<file path="config.mk">
export PLATFORM = sky130hd
export DESIGN_NAME = sync_fifo_fwft
export DESIGN_NICKNAME = d
export VERILOG_FILES = /design/src/rtl/sync_fifo_fwft_pkg.sv /design/src/rtl/sync_fifo_fwft_ram.sv /design/src/rtl/sync_fifo_fwft.sv
export SDC_FILE = /design/constraint.sdc
export NUM_CORES = 1
export LEC_CHECK = 0
export BUFFER_PORTS_ARGS = -buffer_cell sky130_fd_sc_hd__clkbuf_2
export CAP_MARGIN = 20
export CELL_PAD_IN_SITES_DETAIL_PLACEMENT = 1
export CELL_PAD_IN_SITES_GLOBAL_PLACEMENT = 1
export CORE_MARGIN = 2
export CORE_UTILIZATION = 50
export DETAILED_ROUTE_END_ITERATION = 10
export GPL_TIMING_DRIVEN = 0
export MAX_ROUTING_LAYER = met4
export PLACE_DENSITY_LB_ADDON = 0.1
export SLEW_MARGIN = 20
export SYNTH_ARGS = -nofsm -noshare
export SYNTH_HDL_FRONTEND = slang
export SYNTH_SLANG_ARGS = --single-unit
</file>
<file path="constraint.sdc">
create_clock -name clk -period 2.9 [get_ports clk]
set_clock_uncertainty 0.05 [all_clocks]
set_input_delay 0.145 -clock clk [delete_from_list [all_inputs] [get_ports clk]]
set_output_delay 0.145 -clock clk [all_outputs]
set_load 0.05 [all_outputs]
</file>
<file path="src/rtl/sync_fifo_fwft_pkg.sv">
// sync_fifo_fwft_pkg: shared depth derivation for the FWFT FIFO
package sync_fifo_fwft_pkg;
  function automatic int fifo_depth(input int aw);
    return 1 << aw;
  endfunction
endpackage

</file>
<file path="src/rtl/sync_fifo_fwft_ram.sv">
// sync_fifo_fwft_ram: DEPTH x WIDTH storage, one sync write port, one async read port
module sync_fifo_fwft_ram import sync_fifo_fwft_pkg::*; #(
  parameter int WIDTH  = 8,
  parameter int ADDR_W = 3
) (
  input  logic              clk,
  input  logic              we,
  input  logic [ADDR_W-1:0] waddr,
  input  logic [WIDTH-1:0]  wdata,
  input  logic [ADDR_W-1:0] raddr,
  output logic [WIDTH-1:0]  rdata
);
  logic [WIDTH-1:0] mem [fifo_depth(ADDR_W)];
  always_ff @(posedge clk)
    if (we) mem[waddr] <= wdata;
  assign rdata = mem[raddr];
endmodule

</file>
<file path="src/rtl/sync_fifo_fwft.sv">
// sync_fifo_fwft: single-clock first-word-fall-through FIFO with count, thresholds, flush and sticky error flags
module sync_fifo_fwft import sync_fifo_fwft_pkg::*; #(
  parameter int WIDTH      = 8,
  parameter int ADDR_W     = 3,
  parameter int AFULL_LVL  = fifo_depth(ADDR_W) - 1,
  parameter int AEMPTY_LVL = 1
) (
  input  logic              clk,
  input  logic              rst,
  input  logic              flush,
  input  logic              wr_en,
  input  logic [WIDTH-1:0]  wr_data,
  input  logic              rd_en,
  output logic [WIDTH-1:0]  rd_data,
  output logic              empty,
  output logic              full,
  output logic [ADDR_W:0]   count,
  output logic              almost_full,
  output logic              almost_empty,
  output logic              overflow,
  output logic              underflow
);
  localparam int DEPTH = fifo_depth(ADDR_W);
  localparam logic [ADDR_W:0] FULL_CNT = (ADDR_W+1)'(DEPTH);
  localparam logic [ADDR_W:0] AF_CNT   = (ADDR_W+1)'(AFULL_LVL);
  localparam logic [ADDR_W:0] AE_CNT   = (ADDR_W+1)'(AEMPTY_LVL);
  if (AFULL_LVL > DEPTH) begin : g_bad_afull
    $error("AFULL_LVL exceeds DEPTH");
  end
  if (AEMPTY_LVL >= DEPTH) begin : g_bad_aempty
    $error("AEMPTY_LVL must be below DEPTH");
  end
  logic [ADDR_W-1:0] rd_ptr, wr_ptr;
  logic do_push, do_pop, clr;
  assign clr          = rst || flush;
  assign empty        = count == '0;
  assign full         = count == FULL_CNT;
  assign almost_full  = count >= AF_CNT;
  assign almost_empty = count <= AE_CNT;
  assign do_pop       = rd_en && !empty;
  // a pop in the same cycle frees the slot the push needs
  assign do_push      = wr_en && (!full || do_pop);
  always_ff @(posedge clk) begin
    if (clr) begin
      rd_ptr    <= '0;
      wr_ptr    <= '0;
      count     <= '0;
      overflow  <= 1'b0;
      underflow <= 1'b0;
    end else begin
      if (do_push) wr_ptr <= wr_ptr + 1'b1;
      if (do_pop) rd_ptr <= rd_ptr + 1'b1;
      count <= count + (ADDR_W+1)'(do_push) - (ADDR_W+1)'(do_pop);
      if (wr_en && !do_push) overflow <= 1'b1;
      if (rd_en && empty) underflow <= 1'b1;
    end
  end
  sync_fifo_fwft_ram #(.WIDTH(WIDTH), .ADDR_W(ADDR_W)) u_ram (
    .clk   (clk),
    .we    (do_push && !clr),
    .waddr (wr_ptr),
    .wdata (wr_data),
    .raddr (rd_ptr),
    .rdata (rd_data)
  );
endmodule

</file>
# Yosys cells after proc, flatten, opt, wreduce, memory -nomap -nowiden
# Memory sizes are Yosys's and may differ from the RTL's. A register that Yosys moved wholly into a read port is not among the register bits.
# Index checks and enable logic that the tools add are counted.
[word_totals]
register_bits = 12
ram_bits = 64
inputBits = 13
n_memories = 1
[mem_list]
columns = ["memory", "words", "width", "rd", "rd_ports_with_merged_regs", "wr", "line_no", "source"]
rows = [
  ["u_ram.mem", 8, 8, 1, 1, 1, "sync_fifo_fwft_ram.sv:13", "logic [WIDTH-1:0] mem [fifo_depth(ADDR_W)];"],
]
[classes]
add_sub_neg = 4
order_cmp = 2
eq_ne = 1
n_mux = 4
n_reduce_logical = 12
[ops]
columns = ["operator", "count"]
rows = [
  ["3-bit by 1-bit adder with 3-bit output (second input constant)", 2],
  ["3-bit two-way mux", 2],
  ["1-bit logical AND", 5],
  ["4-bit by 1-bit adder with 4-bit output", 1],
  ["4-bit == test (second input constant)", 1],
  ["4-bit by 3-bit >= comparator with 1-bit output (second input constant)", 1],
  ["4-bit by 1-bit <= comparator with 1-bit output (second input constant)", 1],
  ["1-bit zero test", 4],
  ["4-bit zero test", 1],
  ["4-bit by 1-bit subtractor with 4-bit output", 1],
  ["1-bit logical OR", 2],
  ["1-bit two-way mux", 2],
]

# Logic depth before layout (Yosys ltp)
# Gate-level depths: netlist of run 1.
[logic_depth]
word_depth = 8
depth_mapped = 10
depth_no_buf = 10

# Hierarchy
# A second synthesis of run 1 with hierarchy kept.
[unflattened]
cells_unflattened = 184
hier_area_um2 = 3218.1
[by_module_without_submodules]
columns = ["mod", "n_inst", "cells_each", "area_per_inst_um2", "seq_area_each_um2"]
rows = [
  ["sync_fifo_fwft_ram", 1, 106, 2531.2, 1921.8],
  ["sync_fifo_fwft", 1, 78, 686.9, 240.2],
]

# Worst setup path before layout of run 1
# OpenSTA, ideal clock, no wires.
[synth_path]
kind = "register -> register"
start = "register count[2]"
end = "register count[2]"
setup_time_ns = 0.128
arrival_time_ns = 2.908
required_time_ns = 2.722
slack_ns = -0.186
path_stages_with_launch = 11
n_path_buf = 0
cell_sequence = "dfxtp_1 > inv_1 > ha_1 > nor3b_2 > o21ai_0 > o21ai_0 > ha_1 > inv_1 > fa_1 > xor2_1 > nor2_1"
[synth_via]
elab_chain_cells = 7
elab_cells_between_ends = 9
cone_classes = "2 x add/sub; 1 x eq/ne; 6 x reduce/logical"
[synth_lines]
columns = ["item", "line_no", "source"]
rows = [
  ["start: declaration", "sync_fifo_fwft.sv:17", "output logic [ADDR_W:0] count,"],
  ["start signal: assignment", "sync_fifo_fwft.sv:53", "count <= count + (ADDR_W+1)'(do_push) - (ADDR_W+1)'(do_pop);"],
  ["4-bit zero test *", "sync_fifo_fwft.sv:36", "assign empty = count == '0;"],
  ["named net empty", "sync_fifo_fwft.sv:15", "output logic empty,"],
  ["1-bit zero test *", "sync_fifo_fwft.sv:40", "assign do_pop = rd_en && !empty;"],
  ["1-bit logical AND *", "sync_fifo_fwft.sv:40", ""],
  ["1-bit logical OR", "sync_fifo_fwft.sv:42", "assign do_push = wr_en && (!full || do_pop);"],
  ["1-bit logical AND", "sync_fifo_fwft.sv:42", ""],
  ["4-bit by 1-bit adder with 4-bit output", "sync_fifo_fwft.sv:53", ""],
  ["4-bit by 1-bit subtractor with 4-bit output *", "sync_fifo_fwft.sv:53", ""],
]
# The timed path passes the listed nets; every way through them passes the cells marked *.
# A chain may end at the register's enable or synchronous reset.

# Worst setup path in the final report of run 1
[layout_path]
start = "register count[2]"
end = "register count[2]"
[layout_via]
elab_chain_cells = 7
elab_cells_between_ends = 9
cone_classes = "2 x add/sub; 1 x eq/ne; 6 x reduce/logical"
[layout_lines]
columns = ["item", "line_no"]
rows = [
  ["4-bit zero test", "sync_fifo_fwft.sv:36"],
  ["1-bit zero test", "sync_fifo_fwft.sv:40"],
  ["1-bit logical AND", "sync_fifo_fwft.sv:40"],
  ["1-bit logical OR", "sync_fifo_fwft.sv:42"],
  ["1-bit logical AND", "sync_fifo_fwft.sv:42"],
  ["4-bit by 1-bit adder with 4-bit output", "sync_fifo_fwft.sv:53"],
  ["4-bit by 1-bit subtractor with 4-bit output *", "sync_fifo_fwft.sv:53"],
]
# Every way passes the cells marked *; elsewhere a longest branch is shown, timed or not.

==> impl_results.md, run 1 <==
- Die height: about 85 um
- Vias: about 1800
- Layout cell share with drive strength beyond 1: 27.73%
- Commonest non-fill, non-tap cell in the layout: edfxtp_1
- Reg2reg start: count[2]
- Iteration count of the initial detailed-routing pass: 4
- GRT Total Usage: 19.36%
- Netlist cell types: 35
- Final net count: 256
- Maxcap violations: 0
- Cts hold-fix bufs: 0
- CP required: 3040 ps
- Status: finished clean
- Commonest non-fill, non-tap cells in the layout: edfxtp_1, clkbuf_2, mux4_1, dfxtp_1, clkbuf_8
- Clock Latency Late Sink: around 330 ps
- Slew Limit Fails: 0
- Synth Warn #: 0
- Die area: 7270 um2
- Flop2flop setup slack: 380 ps
- PD cells: 614.0 nW/um2
- Initial antenna violation count: 0
- CP Launch Type: flop
- FF-to-FF path depth: 10
- Worst hold path type: primary input to flop
- Core area: 6386 um2
- Syn_area_per_cell: about 17 um2
- Initial core utilization: 51.70%
- Setup violators final: 0
- GP Congestion: 0.7469
- CTS root buffer: clkbuf_8
- # fillers: 611
- Worst Max-Slew Pin Slew: 951.1 ps
- Post-route clock period utilization: 86.84%
- Vias in the first global route: 1931
- Post-CTS Resized: 0
- WP data arrival: 2660 ps
- Sequential share of the synthesized area: 67.30%
- Wire per inst: around 20 um
- Dominant cells by area after synthesis: edfxtp_1, mux4_1, dfxtp_1, ha_1, mux2_2
- RSZ-0062 raised after global routing: no
- DRC viols: 0
- Post-Syn Area: 3302 um2
- I/O Pins: 31
- Crit-path max FO: 10
- Hpwl dp: about 4.5 mm
- Top-area cell type share of the netlist area: 58.20%
- CTS Sinks: 79
- Peak VDD IR: 0.3253 mV
- Antenna Nets Post-Route: 0
- CTS tree: yes
- Hold Fails Final Rpt: 0
- Via/cell ratio: between 5 and 6
- Synth-to-layout area growth: 15.42%
- Detailed Route WL: 6.164 mm
- Worst r2r dst: count[2]
- Synth area leader: edfxtp_1
- Seq cells post-synth: slightly below 80
- H-tree depth: 3
- Global-route wire length before repair: 9.901 mm
- Die extent in x: 85.27 um
- DRT iter0 DRCs: 86
- CTS Buf Count: 9
- Clock transition at path regs: approximately 80 ps
- Hold EP: u_ram.mem[3][5]
- Slew headroom: 36.36%
- WHS Path Cells: 1
- CP Class: flop to flop
- HP Start: wr_data[5]
- Antenna cell count: 0
- GR Overflow Total: 0
- P_leak: 1.347 nW
- Worst hold slack: 41.51 ps
- Clock buffer depth: 2
- Multi-input gate area: 1032 um2
- Mapped Nets: 212
- Min Tclk post-route: between 2000 and 3000 ps
- Standard-cell rows: 29
- FF/Latch Area: 2222 um2
- CP Capture Type: flop
- Setup bufs post-CTS: 0
- Port buffer count: 30
- Number of standard cells after synthesis: 189
- Post-DP Area: 3601 um2
- FMAX: about 400 MHz
- Final instance area: 3811 um2
- Largest net degree at the start of global routing: 14
==> report_power, final <==
group | internal [W] | switching, W | total (W)
clock network | 0.000472 | 0.000354 | 0.000826
logic | 0.0000857 | 0.000178 | 0.000263
registers | 0.00124 | 0.0000129 | 0.00125
total | 0.00180 | 0.000545 | 0.00234
==> area by class of cell <==
| class | count | share of cell area (%) |
|---|---|---|
| clock buffers | 13 | 4.465 |
| multi-input cells | 96 | 27.08 |
| flip-flops and latches | 79 | 58.31 |
| plain buffers | 6 | 1.248 |
| inverters | 8 | 0.7879 |
| clock inverters | 3 | 1.051 |
| repair buffers | 33 | 4.531 |
| well taps | 77 | 2.528 |
==> worst max-delay path: stages, from the launching register on <==
cell,delay (ps)
dfxtp_1,330
inv_1,130
ha_1,250
nor3b_4,390
o21ai_0,180
o21ai_0,210
ha_1,210
inv_1,60
fa_1,370
xor2_1,160
nor2_1,50
==> metal layers <==
metal	GRT usage, %	wire length (um)
met1	22.52	2572
met2	32.60	3281
met3	3.502	201
met4	9.091	109
met5	-	0
==> cells in the mapped netlist, drive strengths merged <==
master / n
edfxtp: 64
mux4: 16
dfxtp: 15
a21oi: 9
ha: 9
nand2: 9
inv: 8
mux2: 8
nor2: 8
o21ai: 5
or3: 5
buf: 4
mux2i: 4
nand2b: 3
nor4: 3
clkbuf: 2
o31ai: 2
or4: 2
a21boi: 1
a21o: 1
and2: 1
fa: 1
nand3: 1
nand3b: 1
nor2b: 1
nor3: 1
nor3b: 1
o2111ai: 1
or2: 1
or3b: 1
xor2: 1
==> stage by stage <==
stage | setup TNS [ps] | util, % | total power [W] | worst slack, ps | cells
floorplan | 0 | - | 0.001469 | 70.41 | 189
global placement | -6604 | 55.66 | 0.001531 | -318.9 | 296
detailed placement | 0 | 56.39 | 0.001543 | 386.3 | 299
CTS | 0 | 59.68 | 0.002368 | 351.4 | 315
global route | 0 | 59.68 | 0.002438 | 35.85 | 315
finish | 0 | 59.68 | 0.002340 | 381.7 | 315
==> how the worst max path moves through the flow <==
| stage | startpoint | end | slack, ps | cells past startpoint |
|---|---|---|---|---|
| 6_report | count[2] | count[2] | 380 | 10 |
| 5_1_grt | count[2] | count[2] | 40 | 10 |
| 4_1_cts | count[2] | count[2] | 350 | 10 |
| 3_5_place_dp | count[2] | count[2] | 390 | 10 |
| 3_3_place_gp | count[2] | u_ram.mem[1][7] | -320 | 5 |
| 2_1_floorplan | count[2] | count[2] | 70 | 10 |
==> sequential cells by signal, indices dropped and copies added, names as in the netlist, named ones only <==
name	flops
u_ram.mem	64
count	4
rd_ptr	3
wr_ptr	3
overflow	1
underflow	1
==> cell families (layout without fill, tap and decap cells) <==
group / Yosys count / in the layout / share of synthesized area (%)
muxes: 28 / 28 / 16.56
buffers and inverters: 14 / 63 / 2.349
xor gates and xnor gates: 1 / 1 / 0.2653
adders and majority gates: 10 / 10 / 4.017
and+or+nand+nor: 38 / 38 / 6.215
AOI/OAI and AO/OA: 19 / 19 / 3.297
DFF: 79 / 79 / 67.30
(Power assumes the default switching activity.)
==> run 2, diff against run 1 <==
- GPL_TIMING_DRIVEN: 0 -> not set
==> impl_results.md, run 2 (synthesis results as in run 1) <==
- Layout cell share with drive strength beyond 1: 27.00% (-0.73 points)
- Internal power: 0.001796 W (about the same)
- H-tree depth: 3 (unchanged)
- Vias: 1769 (+0.23%)
- Die extent in x: 85.27 um (unchanged)
- Tot Pwr: 0.002356 W (+0.70%)
- Post-route clock period utilization: 84.09% (-2.8 points)
- Synth-to-layout area growth: 14.36%
- Reg2reg start: count[2]
- WP data arrival: 2610 ps (-50 ps)
- GP Congestion: 0.8087 (+8.3%)
- Max FFs per register: 64 (unchanged)
- Crit-path max FO: 10 (unchanged)
- Initial antenna violation count: 0 (unchanged)
- Final WS setup: 461.5 ps (+79.80 ps)
- Standard-cell rows: 29 (unchanged)
- Fin Setup TNS: 0 ps (unchanged)
- Largest Register: u_ram.mem
- GRT Total Usage: 19.56% (+0.20 points)
- Hpwl dp: 4.258 mm (-5.6%)
- CTS root buffer: clkbuf_8
- CP Capture Type: flop
- Crit path cell chain: inv_1 > ha_1 > nor3b_4 > o21ai_0 > o21ai_0 > ha_1 > inv_1 > fa_1 > xor2_1 > nor2_1
- Cts hold-fix bufs: 0 (unchanged)
- PD cells: 624.0 nW/um2 (+1.6%)
- P_leak: 1.346 nW (about the same)
- Pre-CTS setup slack: 421.3 ps (+34.96 ps)
- CP Class: flop to flop
- Hold EP: u_ram.mem[6][6]
- Port buffer count: 30 (unchanged)
- Sw frac: 23.80% (+0.53 points)
- Status: finished clean
- CTS Buf Count: 9 (unchanged)
- GR Overflow Total: 0 (unchanged)
- Clock transition at path regs: 80 ps (about the same)
- NetSw: 0.0005609 W (+3.0%)
- Antenna cell count: 0 (unchanged)
- FMAX: 410.1 MHz (+3.3%)
- DRC viols: 0 (unchanged)
- CTS tree: yes
- CP Launch Type: flop
- CTS Sinks: 79 (unchanged)
- Gate power share: 10.9% (-0.4 points)
- Final net count: 256 (unchanged)
- Flop2flop setup slack: 460 ps (+80 ps)
- Slew Limit Fails: 0 (unchanged)
- Maxcap violations: 0 (unchanged)
- Hold Fails Final Rpt: 0 (unchanged)
- I/O Pins: 31 (unchanged)
- Worst hold path type: primary input to flop
- Post-CTS Resized: 0 (unchanged)
- Clock buffer depth: 2 (unchanged)
- Commonest non-fill, non-tap cell in the layout: edfxtp_1
- Setup violators final: 0 (unchanged)
- Min Tclk post-route: 2439 ps (-79.80 ps)
- Worst Max-Slew Pin Slew: 719.8 ps (-231.3 ps)
- Core Util, Final: 59.13% (-0.55 points)
- Commonest non-fill, non-tap cells in the layout: edfxtp_1, clkbuf_2, mux4_1, dfxtp_1
- Crit path largest cell delay: 370 ps (-20 ps)
- Worst r2r dst: count[2]
- Core area: 6386 um2 (unchanged)
- Critical-path top delay cell: nor3b_4
- Die height: 85.27 um (unchanged)
- WHS Path Cells: 1 (unchanged)
- Slew headroom: 51.95% (+16 points)
- Via/cell ratio: 5.634 (+0.55%)
- Flop pwr share: 53.1% (-0.4 points)
- Antenna Nets Post-Route: 0 (unchanged)
- Biggest regs: u_ram.mem (64), count (4)
- Die area: 7270 um2 (unchanged)
- DRT iter0 DRCs: 63 (-27%)
- Largest net degree at the start of global routing: 17 (+3)
- Detailed Route WL: 6.235 mm (+1.2%)
- RSZ-0062 raised after global routing: no
- CP required: 3070 ps (+30 ps)
- FF-to-FF path depth: 10 (unchanged)
- Clock power share: 36.0% (+0.7 points)
- Iteration count of the initial detailed-routing pass: 4 (unchanged)
- Setup bufs post-CTS: 0 (unchanged)
- Wire per inst: 19.86 um (+1.5%)
- Global-route wire length before repair: 9.915 mm (+0.14%)
- Initial core utilization: 51.70% (unchanged)
- Vias in the first global route: 1903 (-1.5%)
- HP Start: wr_data[6]
- Clock Latency Late Sink: 340 ps (about the same)
- Peak VDD IR: 0.3295 mV (+1.3%)
run 2: final cells by class:
cell class	count	area (um2)
fill	615	2610
multi-input combinational	96	1008
tap	77	96.34
sequential	79	2222
clock buffer	10	127.6
inverter	8	30.03
timing repair buffer	39	217.7
clock inverter	5	73.82
run 2: worst max-delay path: cells and delay by family (launching register included):
kind	cells	cell delay [ps]
AND/OR/NAND/NOR	2	420
XOR/XNOR	1	160
adder cells (fa/ha/maj)	3	830
buffers and inverters	2	200
AO/OA/AOI/OAI	2	350
flip-flops	1	340
run 2: worst max-delay path by stage:
| stage | endpoint | from | slack (ps) | cells past startpoint |
|---|---|---|---|---|
| 3_3_place_gp | count[2] | count[2] | 600 | 10 |
| 6_report | count[2] | count[2] | 460 | 10 |
| 4_1_cts | count[2] | count[2] | 420 | 10 |
| 2_1_floorplan | count[2] | count[2] | 70 | 10 |
| 3_5_place_dp | count[2] | count[2] | 420 | 10 |
| 5_1_grt | count[2] | count[2] | 180 | 10 |
run 2: stage by stage:
step | hold WS, ps | cell area (um2) | std cells
floorplan | 193.9 | 3308 | 189
global placement | 361.8 | 3575 | 299
detailed placement | 381.3 | 3575 | 299
CTS | 9.032 | 3776 | 314
global route | 19.62 | 3776 | 314
finish | 32.03 | 3776 | 314
run 2: metal layers:
layer	track usage, %	up-vias	wire [um]
met4	6.926	0	114
li1	-	835	-
met3	5.058	10	183
met5	-	-	0
met2	34.59	34	3451
met1	21.20	890	2485
run 2: power groups by stage:
stage          clock, W  sequential (W)  combinational (W)
6_report       0.000849         0.00125           0.000257
4_1_cts        0.000865         0.00125           0.000261
3_5_place_dp          0         0.00128           0.000261
3_3_place_gp          0         0.00128           0.000252
2_1_floorplan         0         0.00130           0.000173
5_1_grt        0.000907         0.00125           0.000280
==> run 3, diff against run 2 <==
- clock period: 2.9 -> 2.27 ns (I/O delays scaled with it)
==> impl_results.md, run 3 (synthesis results as in run 1) <==
- Status: finished clean
- CP Class: flop to primary output
- P_leak: 1.364 nW (+1.3%)
- Vias: 1894 (+7.1%)
- GP Congestion: 0.8223 (+1.7%)
- DRT iter0 DRCs: 98 (+56%)
- CP required: 2110 ps (-960 ps)
- Antenna Nets Post-Route: 0 (unchanged)
- GR Overflow Total: 0 (unchanged)
- Synth-to-layout area growth: 17.85%
- Die area: 7270 um2 (unchanged)
- CTS tree: yes
- Clock buffer depth: 2 (unchanged)
- Largest net degree at the start of global routing: 17 (unchanged)
- I/O Pins: 31 (unchanged)
- Max FFs per register: 64 (unchanged)
- Post-route clock period utilization: 96.51%
- Worst Max-Slew Pin Slew: 460.2 ps (-259.6 ps)
- Initial antenna violation count: 0 (unchanged)
- CTS Buf Count: 9 (unchanged)
- DRC viols: 0 (unchanged)
- WP data arrival: 2030 ps (-580 ps)
- Worst hold path type: primary input to flop
- GRT Total Usage: 21.65% (+2.1 points)
- Layout cell share with drive strength beyond 1: 35.63% (+8.6 points)
- Min Tclk post-route: 2191 ps
- Hold Fails Final Rpt: 0 (unchanged)
- Core Util, Final: 60.93% (+1.8 points)
- Crit path largest cell delay: 600 ps (+230 ps)
- CP Capture Type: primary output
- Standard-cell rows: 29 (unchanged)
- FMAX: 456.5 MHz
- Pre-CTS setup slack: -101.2 ps (-522.4 ps)
- Detailed Route WL: 7.027 mm (+13%)
- CP Launch Type: flop
- Critical-path top delay cell: mux4_1
- Global-route wire length before repair: 11.04 mm (+11%)
- CTS Sinks: 79 (unchanged)
- Slew Limit Fails: 0 (unchanged)
- Commonest non-fill, non-tap cell in the layout: edfxtp_1
- Commonest non-fill, non-tap cells in the layout: edfxtp_1, clkbuf_2, buf_4
- Peak VDD IR: 0.3669 mV (+11%)
- # fillers: 598 (-2.8%)
- Flop2flop setup slack: 100 ps (-360 ps)
- Clock Latency Late Sink: 340 ps (about the same)
- Final net count: 265 (+3.5%)
- Die height: 85.27 um (unchanged)
- Antenna cell count: 0 (unchanged)
- Crit-path max FO: 16 (+6)
- Port buffer count: 30 (unchanged)
- Tot Pwr: 0.002851 W (+21%)
- Wire per inst: 21.69 um (+9.2%)
- Final WS setup: 79.29 ps (-382.2 ps)
- Die extent in x: 85.27 um (unchanged)
- H-tree depth: 3 (unchanged)
- Biggest regs: u_ram.mem (64), count (4)
- Hpwl dp: 5.180 mm (+22%)
- CTS root buffer: clkbuf_8
- Vias in the first global route: 2042 (+7.3%)
- Initial core utilization: 51.70% (unchanged)
- PD cells: 732.8 nW/um2 (+17%)
- Clock transition at path regs: 80 ps (about the same)
- Via/cell ratio: 5.846 (+3.8%)
- Crit path cell chain: buf_8 > mux4_1 > mux2_2 > clkbuf_2
- Slew headroom: 69.28% (+17 points)
- Maxcap violations: 0 (unchanged)
- Iteration count of the initial detailed-routing pass: 4 (unchanged)
- Core area: 6386 um2 (unchanged)
- Setup violators final: 0 (unchanged)
- Largest Register: u_ram.mem
run 3: changes by cell type in the layout (fill, tap and decap cells not counted), moves of 3 or more:
| cell | delta |
|---|---|
| buf_4 | +8 |
| clkinvlp_4 | +4 |
| dfxtp_1 | -3 |
| inv_1 | -4 |
| nor4_1 | -3 |
run 3: worst paths after layout:
path	from	endpoint	cells after the start
worst max-delay path	flop	rd_data[7]	4
worst min-delay path	wr_data[0]	u_ram.mem[5][0]	1
worst max register to register	count[3]	count[2]	10
worst min register to register	overflow	overflow	2
run 3: per-stage QoR:
stage | TNS, ps | hold slack [ps] | cells | instance area (um2)
after floorplan | -559.6 | 162.4 | 189 | 3356
after global placement | 0 | 356.3 | 307 | 3682
after detailed placement | -109.8 | 368.6 | 307 | 3682
after CTS | 0 | 10.39 | 324 | 3862
after global routing | -138.5 | 22.50 | 324 | 3891
final | 0 | 27.83 | 324 | 3891
run 3: routing by layer:
layer,global-route usage [%],vias to the layer above,routed length (um)
met5,-,-,0
met4,7.504,0,165
met3,4.572,14,270
met2,36.86,47,3756
met1,25.58,976,2835
li1,-,857,-
run 3: repair_timing:
item / in CTS / in global routing
hold buffers: 0 / 0
endpoints found under the setup margin: 5 / 14
pin swaps: 0 / 1
buffers inserted: 1 / 0
resized for setup: 2 / 7
run 3: critical path: cells and delay by family, from the launching register on:
kind     cells  cell delay, ps
buf+inv      2             440
flops        1             350
mux          2             890
run 3: final cells by class:
cell class	count	area (um2)	area share, %
Clock buffer	10	127.6	3.280
Clock inverter	6	37.54	0.9646
Inverter	8	35.03	0.9003
Multi-Input combinational cell	96	1071	27.52
Sequential cell	79	2231	57.33
Tap cell	77	96.34	2.476
Timing Repair Buffer	48	292.8	7.524
run 3: power breakdown:
group	internal (W)	switching (W)
sequential	0.00158	0.0000197
combinational	0.000131	0.000246
clock	0.000389	0.000484
total	0.00210	0.000749
